## src/rtl/alu_pkg.sv

```systemverilog
// Shared definitions for the ALU execution stage and the flags register:
// opcode encodings and the execution FSM state encoding.
package alu_pkg;

   // Opcode encodings, shared with the downstream flags register
   localparam logic [2:0] SUM   = 3'b000;
   localparam logic [2:0] RES   = 3'b001;
   localparam logic [2:0] PRO   = 3'b010;
   localparam logic [2:0] ANDS  = 3'b011;
   localparam logic [2:0] ORS   = 3'b100;
   localparam logic [2:0] NANDS = 3'b101;
   localparam logic [2:0] NORS  = 3'b110;
   localparam logic [2:0] XORS  = 3'b111;

   // Execution FSM states
   typedef enum logic [1:0] {
      IDLE = 2'd0,
      MUL  = 2'd1,
      FIN  = 2'd2
   } state_t;

   // True for opcodes that finish at the accept edge
   function automatic logic is_single_cycle(input logic [2:0] op);
      return op != PRO;
   endfunction

endpackage : alu_pkg

```

## src/rtl/alu_mul_seq.sv

```systemverilog
// Iterative shift-add multiplier. One partial-product step per enabled edge;
// 'prod' is the accumulator including the current step's addend, so on the
// step flagged by 'last' it already holds the complete product.
module alu_mul_seq
   import alu_pkg::*;
#(
   parameter int WIDTH = 8
) (
   input  logic               clk,
   input  logic               rst_n,
   input  logic               load,
   input  logic               step,
   input  logic [WIDTH-1:0]   a,
   input  logic [WIDTH-1:0]   b,
   output logic [2*WIDTH-1:0] prod,
   output logic               last
);

   localparam int CW = $clog2(WIDTH + 1);

   logic [2*WIDTH-1:0] acc;
   logic [2*WIDTH-1:0] mcand;
   logic [WIDTH-1:0]   mplier;
   logic [CW-1:0]      cnt;

   // Accumulator value after the current step's conditional add
   always_comb begin
      prod = acc + (mplier[0] ? mcand : '0);
      last = step && (cnt == CW'(WIDTH - 1));
   end

   // Operand load on accept, then one shift-add iteration per step
   always_ff @(posedge clk or negedge rst_n) begin
      if (!rst_n) begin
         acc    <= '0;
         mcand  <= '0;
         mplier <= '0;
         cnt    <= '0;
      end else if (load) begin
         acc    <= '0;
         mcand  <= {{WIDTH{1'b0}}, a};
         mplier <= b;
         cnt    <= '0;
      end else if (step) begin
         acc    <= prod;
         mcand  <= mcand << 1;
         mplier <= mplier >> 1;
         cnt    <= cnt + CW'(1);
      end
   end

endmodule : alu_mul_seq

```

## src/rtl/alu_exec.sv

```systemverilog
// ALU execution stage. Single-cycle ops register their result at the accept
// edge; PRO runs the shift-add multiplier for WIDTH cycles. Every completion
// is announced by a one-cycle done strobe in FIN, with result, flags and
// opcode held until the next completion.
module alu_exec
   import alu_pkg::*;
#(
   parameter int WIDTH = 8
) (
   input  logic               clk,
   input  logic               rst_n,
   input  logic               start,
   input  logic [2:0]         opcode,
   input  logic [WIDTH-1:0]   a,
   input  logic [WIDTH-1:0]   b,
   output logic               busy,
   output logic               done,
   output logic [2*WIDTH-1:0] result,
   output logic [2:0]         op_out,
   output logic               carry_flag_sum,
   output logic               zero_flag
);

   state_t             state;
   logic [2:0]         op_lat;
   logic               ready;
   logic               accept;
   logic               mul_load;
   logic               mul_step;
   logic               mul_last;
   logic [2*WIDTH-1:0] mul_prod;
   logic [WIDTH:0]     single_out;

   // Single-cycle operation mux; bit WIDTH carries the SUM carry-out and is
   // zero for every other opcode (the RES borrow is deliberately dropped).
   function automatic logic [WIDTH:0] single_op(input logic [2:0]       op,
                                                input logic [WIDTH-1:0] x,
                                                input logic [WIDTH-1:0] y);
      logic [WIDTH:0] r;
      r = '0;
      case (op)
         SUM:     r = {1'b0, x} + {1'b0, y};
         RES:     r = {1'b0, x - y};
         ANDS:    r = {1'b0, x & y};
         ORS:     r = {1'b0, x | y};
         NANDS:   r = {1'b0, ~(x & y)};
         NORS:    r = {1'b0, ~(x | y)};
         XORS:    r = {1'b0, x ^ y};
         default: r = '0;
      endcase
      return r;
   endfunction

   // Handshake decode and operation mux
   always_comb begin
      ready      = (state == IDLE) || (state == FIN);
      accept     = ready && start;
      mul_load   = accept && !is_single_cycle(opcode);
      mul_step   = (state == MUL);
      single_out = single_op(opcode, a, b);
   end

   alu_mul_seq #(
      .WIDTH(WIDTH)
   ) u_mul (
      .clk   (clk),
      .rst_n (rst_n),
      .load  (mul_load),
      .step  (mul_step),
      .a     (a),
      .b     (b),
      .prod  (mul_prod),
      .last  (mul_last)
   );

   // Control FSM with registered outputs; result fields update only on completion
   always_ff @(posedge clk or negedge rst_n) begin
      if (!rst_n) begin
         state          <= IDLE;
         op_lat         <= 3'b000;
         busy           <= 1'b0;
         done           <= 1'b0;
         result         <= '0;
         op_out         <= 3'b000;
         carry_flag_sum <= 1'b0;
         zero_flag      <= 1'b0;
      end else begin
         case (state)
            IDLE, FIN: begin
               if (accept) begin
                  op_lat <= opcode;
                  if (is_single_cycle(opcode)) begin
                     state          <= FIN;
                     busy           <= 1'b0;
                     done           <= 1'b1;
                     result         <= {{WIDTH{1'b0}}, single_out[WIDTH-1:0]};
                     op_out         <= opcode;
                     carry_flag_sum <= single_out[WIDTH];
                     zero_flag      <= (single_out[WIDTH-1:0] == '0);
                  end else begin
                     state <= MUL;
                     busy  <= 1'b1;
                     done  <= 1'b0;
                  end
               end else begin
                  state <= IDLE;
                  busy  <= 1'b0;
                  done  <= 1'b0;
               end
            end
            MUL: begin
               if (mul_last) begin
                  state          <= FIN;
                  busy           <= 1'b0;
                  done           <= 1'b1;
                  result         <= mul_prod;
                  op_out         <= op_lat;
                  carry_flag_sum <= 1'b0;
                  zero_flag      <= (mul_prod == '0);
               end
            end
            default: begin
               state <= IDLE;
               busy  <= 1'b0;
               done  <= 1'b0;
            end
         endcase
      end
   end

endmodule : alu_exec

```

## config.mk

```make
export PLATFORM = sky130hd
export DESIGN_NAME = alu_exec
export DESIGN_NICKNAME = d
export VERILOG_FILES = /design/src/rtl/alu_pkg.sv /design/src/rtl/alu_mul_seq.sv /design/src/rtl/alu_exec.sv
export SDC_FILE = /design/constraint.sdc
export NUM_CORES = 1
export LEC_CHECK = 0
export ABC_AREA = 1
export CAP_MARGIN = 0
export CORE_ASPECT_RATIO = 0.7
export CORE_UTILIZATION = 59
export DETAILED_ROUTE_END_ITERATION = 12
export HOLD_SLACK_MARGIN = 0.06
export PLACE_DENSITY = 0.83
export SLEW_MARGIN = 10
export SYNTH_ARGS = -nofsm -noshare
export SYNTH_HDL_FRONTEND = slang
export SYNTH_HIERARCHICAL = 1
export SYNTH_SLANG_ARGS = --single-unit
export TNS_END_PERCENT = 100
```

## constraint.sdc

```tcl
create_clock -name clk -period 4 [get_ports clk]
set_clock_uncertainty 0.2 [all_clocks]
set_input_delay 0.8 -clock clk [delete_from_list [all_inputs] [get_ports clk]]
set_output_delay 0.8 -clock clk [all_outputs]
set_load 0.03 [all_outputs]
```

# Yosys cells after proc, flatten, opt, wreduce, memory -nomap -nowiden
# Index checks and enable logic that the tools add are counted.
# op_classes
n_mux	37
n_reduce_logical	14
add_sub_neg	4
n_bitwise	5
n_eq_ne	13
# op_table
operator	n
two-way mux 16 bit	8
case mux 9 bit (7 select lines)	1
case mux 16 bit (2 select lines)	1
adder 16 bit	1
logical NOT 16 bit	1
two-way mux 8 bit	2
NOT 8 bit	2
== test 3 bit (second input constant)	4
two-way mux 1 bit	11
adder 8 x 8 -> 9 bit	1
two-way mux 3 bit	3
AND 8 bit	1
logical NOT 8 bit	1
two-way mux 4 bit	2
bitwise OR 8 bit	1
case mux 1 bit (2 select lines)	4
subtractor 8 bit	1
XOR 8 bit	1
two-way mux 2 bit	3
inequality test 2 bit (second input constant)	3
case mux 3 bit (2 select lines)	1
adder 4 x 1 -> 4 bit (second input constant)	1
== test 4 x 3 -> 1 bit (second input constant)	1
case mux 2 bit (2 select lines)	1
other kinds (14)	17
# totals
register_bits	72

# Longest topological paths before layout
# logic_depth
ltp_word	7
depth_mapped	20

# By module
# The synthesis kept the hierarchy.
# by_module_without_submodules
mod	area_per_inst_um2	seq_area_each_um2	cells_each	n_inst
alu_mul_seq	2807.7	1101.1	388	1
alu_exec	2521.2	650.6	391	1

# Worst setup path before layout
# No wires, ideal clock.
# synth_timing
kind	reg2reg
startpoint	reg u_mul.mplier[0]
endpoint	reg zero_flag
stages_incl_launch_ff	20
t_arrival_ns	2.509
slack_ns	1.214
path_cell_list	dfrtp_1 -> clkbuf_1 -> clkbuf_1 -> nand2_1 -> inv_1 -> ha_1 -> nand2_1 -> inv_1 -> nand2_1 -> nand2_1 -> a21oi_1 -> nand3_1 -> and2_1 -> nor2_1 -> nand4_1 -> nor3b_1 -> nand4_1 -> nand2_1 -> inv_1 -> a21oi_1
# synth_between
elab_chain_len	5
# synth_rtl
element	line	source
start, declared	alu_mul_seq.sv:23	logic [WIDTH-1:0] mplier;
start signal, assigned	alu_mul_seq.sv:47	mplier <= mplier >> 1;
two-way mux 16 bit	alu_mul_seq.sv:28	prod = acc + (mplier[0] ? mcand : '0);
adder 16 bit	alu_mul_seq.sv:28	
via mul_prod[13]	alu_exec.sv:31	logic [2*WIDTH-1:0] mul_prod;
logical NOT 16 bit	alu_exec.sv:119	zero_flag <= (mul_prod == '0);
two-way mux 1 bit	alu_exec.sv:112	if (mul_last) begin
case mux 1 bit (2 select lines)	alu_exec.sv:88	case (state)
end signal, assigned	alu_exec.sv:99	zero_flag <= (single_out[WIDTH-1:0] == '0);
end signal, assigned	alu_exec.sv:119	
end, declared	alu_exec.sv:21	output logic zero_flag
# The timed path passes the listed nets, and every way through them passes these cells. The select of a mux whose other input is x is not followed.
# A chain may end at the register's enable or synchronous reset.

# Worst setup path after layout
# Same ends and word-level chain as after synthesis.

==> summary.md <==
| Metric | Value |
|---|---|
| Async S/R FF share, synth | `100%` |
| Worst Reg-to-Reg Cells | `18` |
| Maximum clock rate | `304 MHz` |
| Most common cell in the netlist | `nand2_1` |
| Compound-Gate Fraction of Synth Area | `between 10% and 20%` |
| Seq/Total Area, Yosys | `roughly 33%` |
| TNS Setup | `0 ns` |
| Setup Crit Path Kind | `register to register` |
| Final GP Congestion | `1.07` |
| Ant. Diodes | `0` |
| #FFs+latches synth | `70` |
| Worst Path Max Fanout | `17` |
| Worst Setup SP | `u_mul/mplier[0]$_DFFE_PN0P_` |
| Die extent in x | `116 microns` |
| Final WL | `15.2 mm` |
| Mux contribution to synthesized area | `0%` |
| Clock Path Buffers | `2` |
| Vias in the first global route | `4927` |
| Post-synth EDFFs | `0` |
| CP Data Arrival Time | `3.35 ns` |
| Top post-synthesis cells by area | `dfrtp_1, nand2_1, inv_1` |
| Via count | `5376` |
| Power Total | `0.00353 W` |
| Sw Pwr | `0.00142 W` |
| H-tree levels | `3` |
| Static leakage | `3.46 nW` |
| Initial core utilization | `61.8%` |
| Root Driver | `clkbuf_16` |
| Setup Fix Bufs, Post-CTS | `0` |
| Synth Area in Adders | `10.3%` |
| Cells after synthesis | `779` |
| Antenna violations before repair | `0` |
| DP Cell Count | `between 900 and 1000` |
| Final Hold Viols | `0` |
| Cell area after placement | `5860 sq um` |
| DIE AREA | `9420 sq um` |
| Largest net degree at the start of global routing | `32` |
| Flop pwr share | `a little under a third` |
| Non-Filler Instances | `roughly 950` |
| Period minus WS final | `3.29 ns` |
| Unrepaired setup endpoints after global routing | `false` |
| Worst IR Drop VDD | `between 0.4 and 0.5 mV` |
| Status | `finished, final reports clean` |
| Fraction of layout cells with a size suffix above 1 | `under 10%` |
| Drt pass-1 iters | `6` |
| Post-Synth Simple-Gate Area | `32.9%` |
| Comb pwr share | `42.0%` |
| Die Y | `81.5 microns` |
| Detail Route Antenna Nets | `0` |
| Relative slew margins | `between 50% and 60%` |
| Area of the core | `8620 sq um` |
| Post-DP HPWL | `between 10 and 15 mm` |
| # DRC | `0` |
| Switching Share | `just over 40%` |
| Wire per inst | `roughly 16 microns` |
| P_int | `0.00211 W` |
| Most used DFF post-synth | `dfrtp_1` |
| Setup Viol. Count Final | `0` |
| Area leader, netlist | `dfrtp_1` |
| TritonCTS clock tree | `yes` |
| Area grow syn2layout | `16.5%` |
| Post-CTS sizing | `0` |
| Crit end category | `register` |
| Clock power frac | `26.5%` |
| 1st-iter DRT viols | `743` |
| Post-Synthesis Net Count | `roughly 840` |
| Cts bufs inserted | `9` |
| Fin nets | `between 800 and 900` |
| I/O Buffers | `44` |
| Clock sink count | `70` |
| Grt total ovfl | `0` |
| Final count of pins violating max slew | `0` |
| Largest family of logic cells by synthesized area | `simple AND/OR/NAND/NOR gates` |
| First-pass GRT wire length | `24.9 mm` |
| Most frequent cells after synthesis | `nand2_1, inv_1, dfrtp_1, nand3_1, nor2_1` |
| Synth warnings | `6` |
| Reg2reg setup slack | `between 0.7 and 0.8 ns` |
| Filler instances | `~720` |
| Final Cycle Share | `approximately 80%` |
| Total GRT Usage | `35.2%` |
| Worst-margin pin slew | `0.681 ns` |
| Worst Hold Class | `input pin to asynchronous set/reset pin` |
| Vias per cell | `between 5 and 6` |
| Crit path launch type | `register` |
| Worst skew pair latency | `0.34 ns` |
| Pwr Density | `569 nW/um^2` |
| Synthesized area | `5330 sq um` |
| Worst R2R Start | `u_mul/mplier[0]$_DFFE_PN0P_` |
| IO Pins | `45` |
| CTS Hold Buffers Added | `0` |
| RR Endpoint | `zero_flag$_DFFE_PN0P_` |
| Area share of the largest cell type after synthesis | `32.9%` |
| Row count | `28` |
| Max_cap viols | `0` |
| Syn avg cell area | `6.84 sq um` |
| Post-synth cell types | `36` |
| Worst Path Required | `about 4.1 ns` |
| XOR/XNOR Fraction of Synth Area | `1.46%` |
| Final instance area | `around 6200 sq um` |
| Clock Pin Slew Worst Setup and Hold Paths | `0.06 ns` |
## cells by family (layout without fill, tap and decap cells)
group,Yosys count,count (layout)
AND/OR/NAND/NOR,405,405
AO/OA/AOI/OAI,97,97
XOR/XNOR,8,8
adder cells (fa/ha/maj),42,42
buffers and inverters,157,205
flip-flops,70,70
## power by group through the flow
stage | sequential [W] | clock, W | combinational (W)
2_1_floorplan | 0.00111 | 0 | 0.000990
3_3_place_gp | 0.00110 | 0 | 0.00138
3_5_place_dp | 0.00111 | 0 | 0.00143
4_1_cts | 0.00111 | 0.000945 | 0.00145
5_1_grt | 0.00114 | 0.000974 | 0.00163
6_report | 0.00111 | 0.000935 | 0.00148
## worst max-delay path, cell delays in order, from the launching register on
cell and delay [ns]:
dfrtp_1 0.59, nand2_1 0.14, inv_1 0.05, ha_1 0.21, fa_1 0.45, nand3_1 0.13
nand3_2 0.10, nand2_1 0.08, nand2_1 0.09, nand2_1 0.10, nand3_1 0.09, and2_1 0.21
nor2_1 0.10, nand4_1 0.12, nor3b_1 0.20, nand4_1 0.10, nand2_1 0.08, inv_1 0.05
a21oi_1 0.13
## area by class of cell
type,count,area [sq um],share of cell area [%]
clock buffer,13,260,4.19
multi-input combinational,552,2940,47.4
timing repair buffer,53,503,8.10
clock inverter,3,90.1,1.45
tap,120,150,2.42
inverter,136,510,8.23
sequential,70,1750,28.2
## worst max-delay path by stage
stage | end | slack (ns)
floorplan | zero_flag$_DFFE_PN0P_ | 1.21
global placement | result[6]$_DFFE_PN0P_ | 0.61
detailed placement | result[6]$_DFFE_PN0P_ | 0.61
CTS | zero_flag$_DFFE_PN0P_ | 0.76
global route | zero_flag$_DFFE_PN0P_ | 0.44
finish | zero_flag$_DFFE_PN0P_ | 0.71
## per-layer routing
layer | up-vias | track usage, % | part of all wire [%]
li1 | 2548 | - | -
met1 | 2463 | 50.7 | 45
met2 | 329 | 50.1 | 40
met3 | 36 | 10.6 | 13
met4 | 0 | 11.6 | 1.6
met5 | - | 0 | 0
## state kept, by name, indices dropped and copies added, names as in the netlist
name and cells:
zero_flag 1, done 1, u_mul/mcand 16, carry_flag_sum 1, op_out 3, result 16
u_mul/acc 16, op_lat 3, u_mul/cnt 4, u_mul/mplier 8, busy 1
## per-stage QoR
stage / setup slack, ns / hold WS, ns / utilization [%]
2_1_floorplan: 1.21 / 0.253 / -
3_3_place_gp: 0.611 / 0.268 / 67.9
3_5_place_dp: 0.608 / 0.274 / 67.9
4_1_cts: 0.756 / 0.229 / 72.0
5_1_grt: 0.440 / 0.258 / 72.0
6_report: 0.711 / 0.224 / 72.0
## cell usage in the layout (no fill, tap or decap), types with 10 or more instances in the layout
| cell type | count |
|---|---|
| inv_1 | 132 |
| a21oi_1 | 19 |
| o21ai_0 | 34 |
| dfrtp_1 | 70 |
| nor3_1 | 10 |
| clkdlybuf4s50_1 | 43 |
| nand2_1 | 248 |
| nor2_1 | 53 |
| nand3_1 | 57 |
| a22oi_1 | 10 |
| ha_1 | 39 |
(Power assumes the default switching activity.)
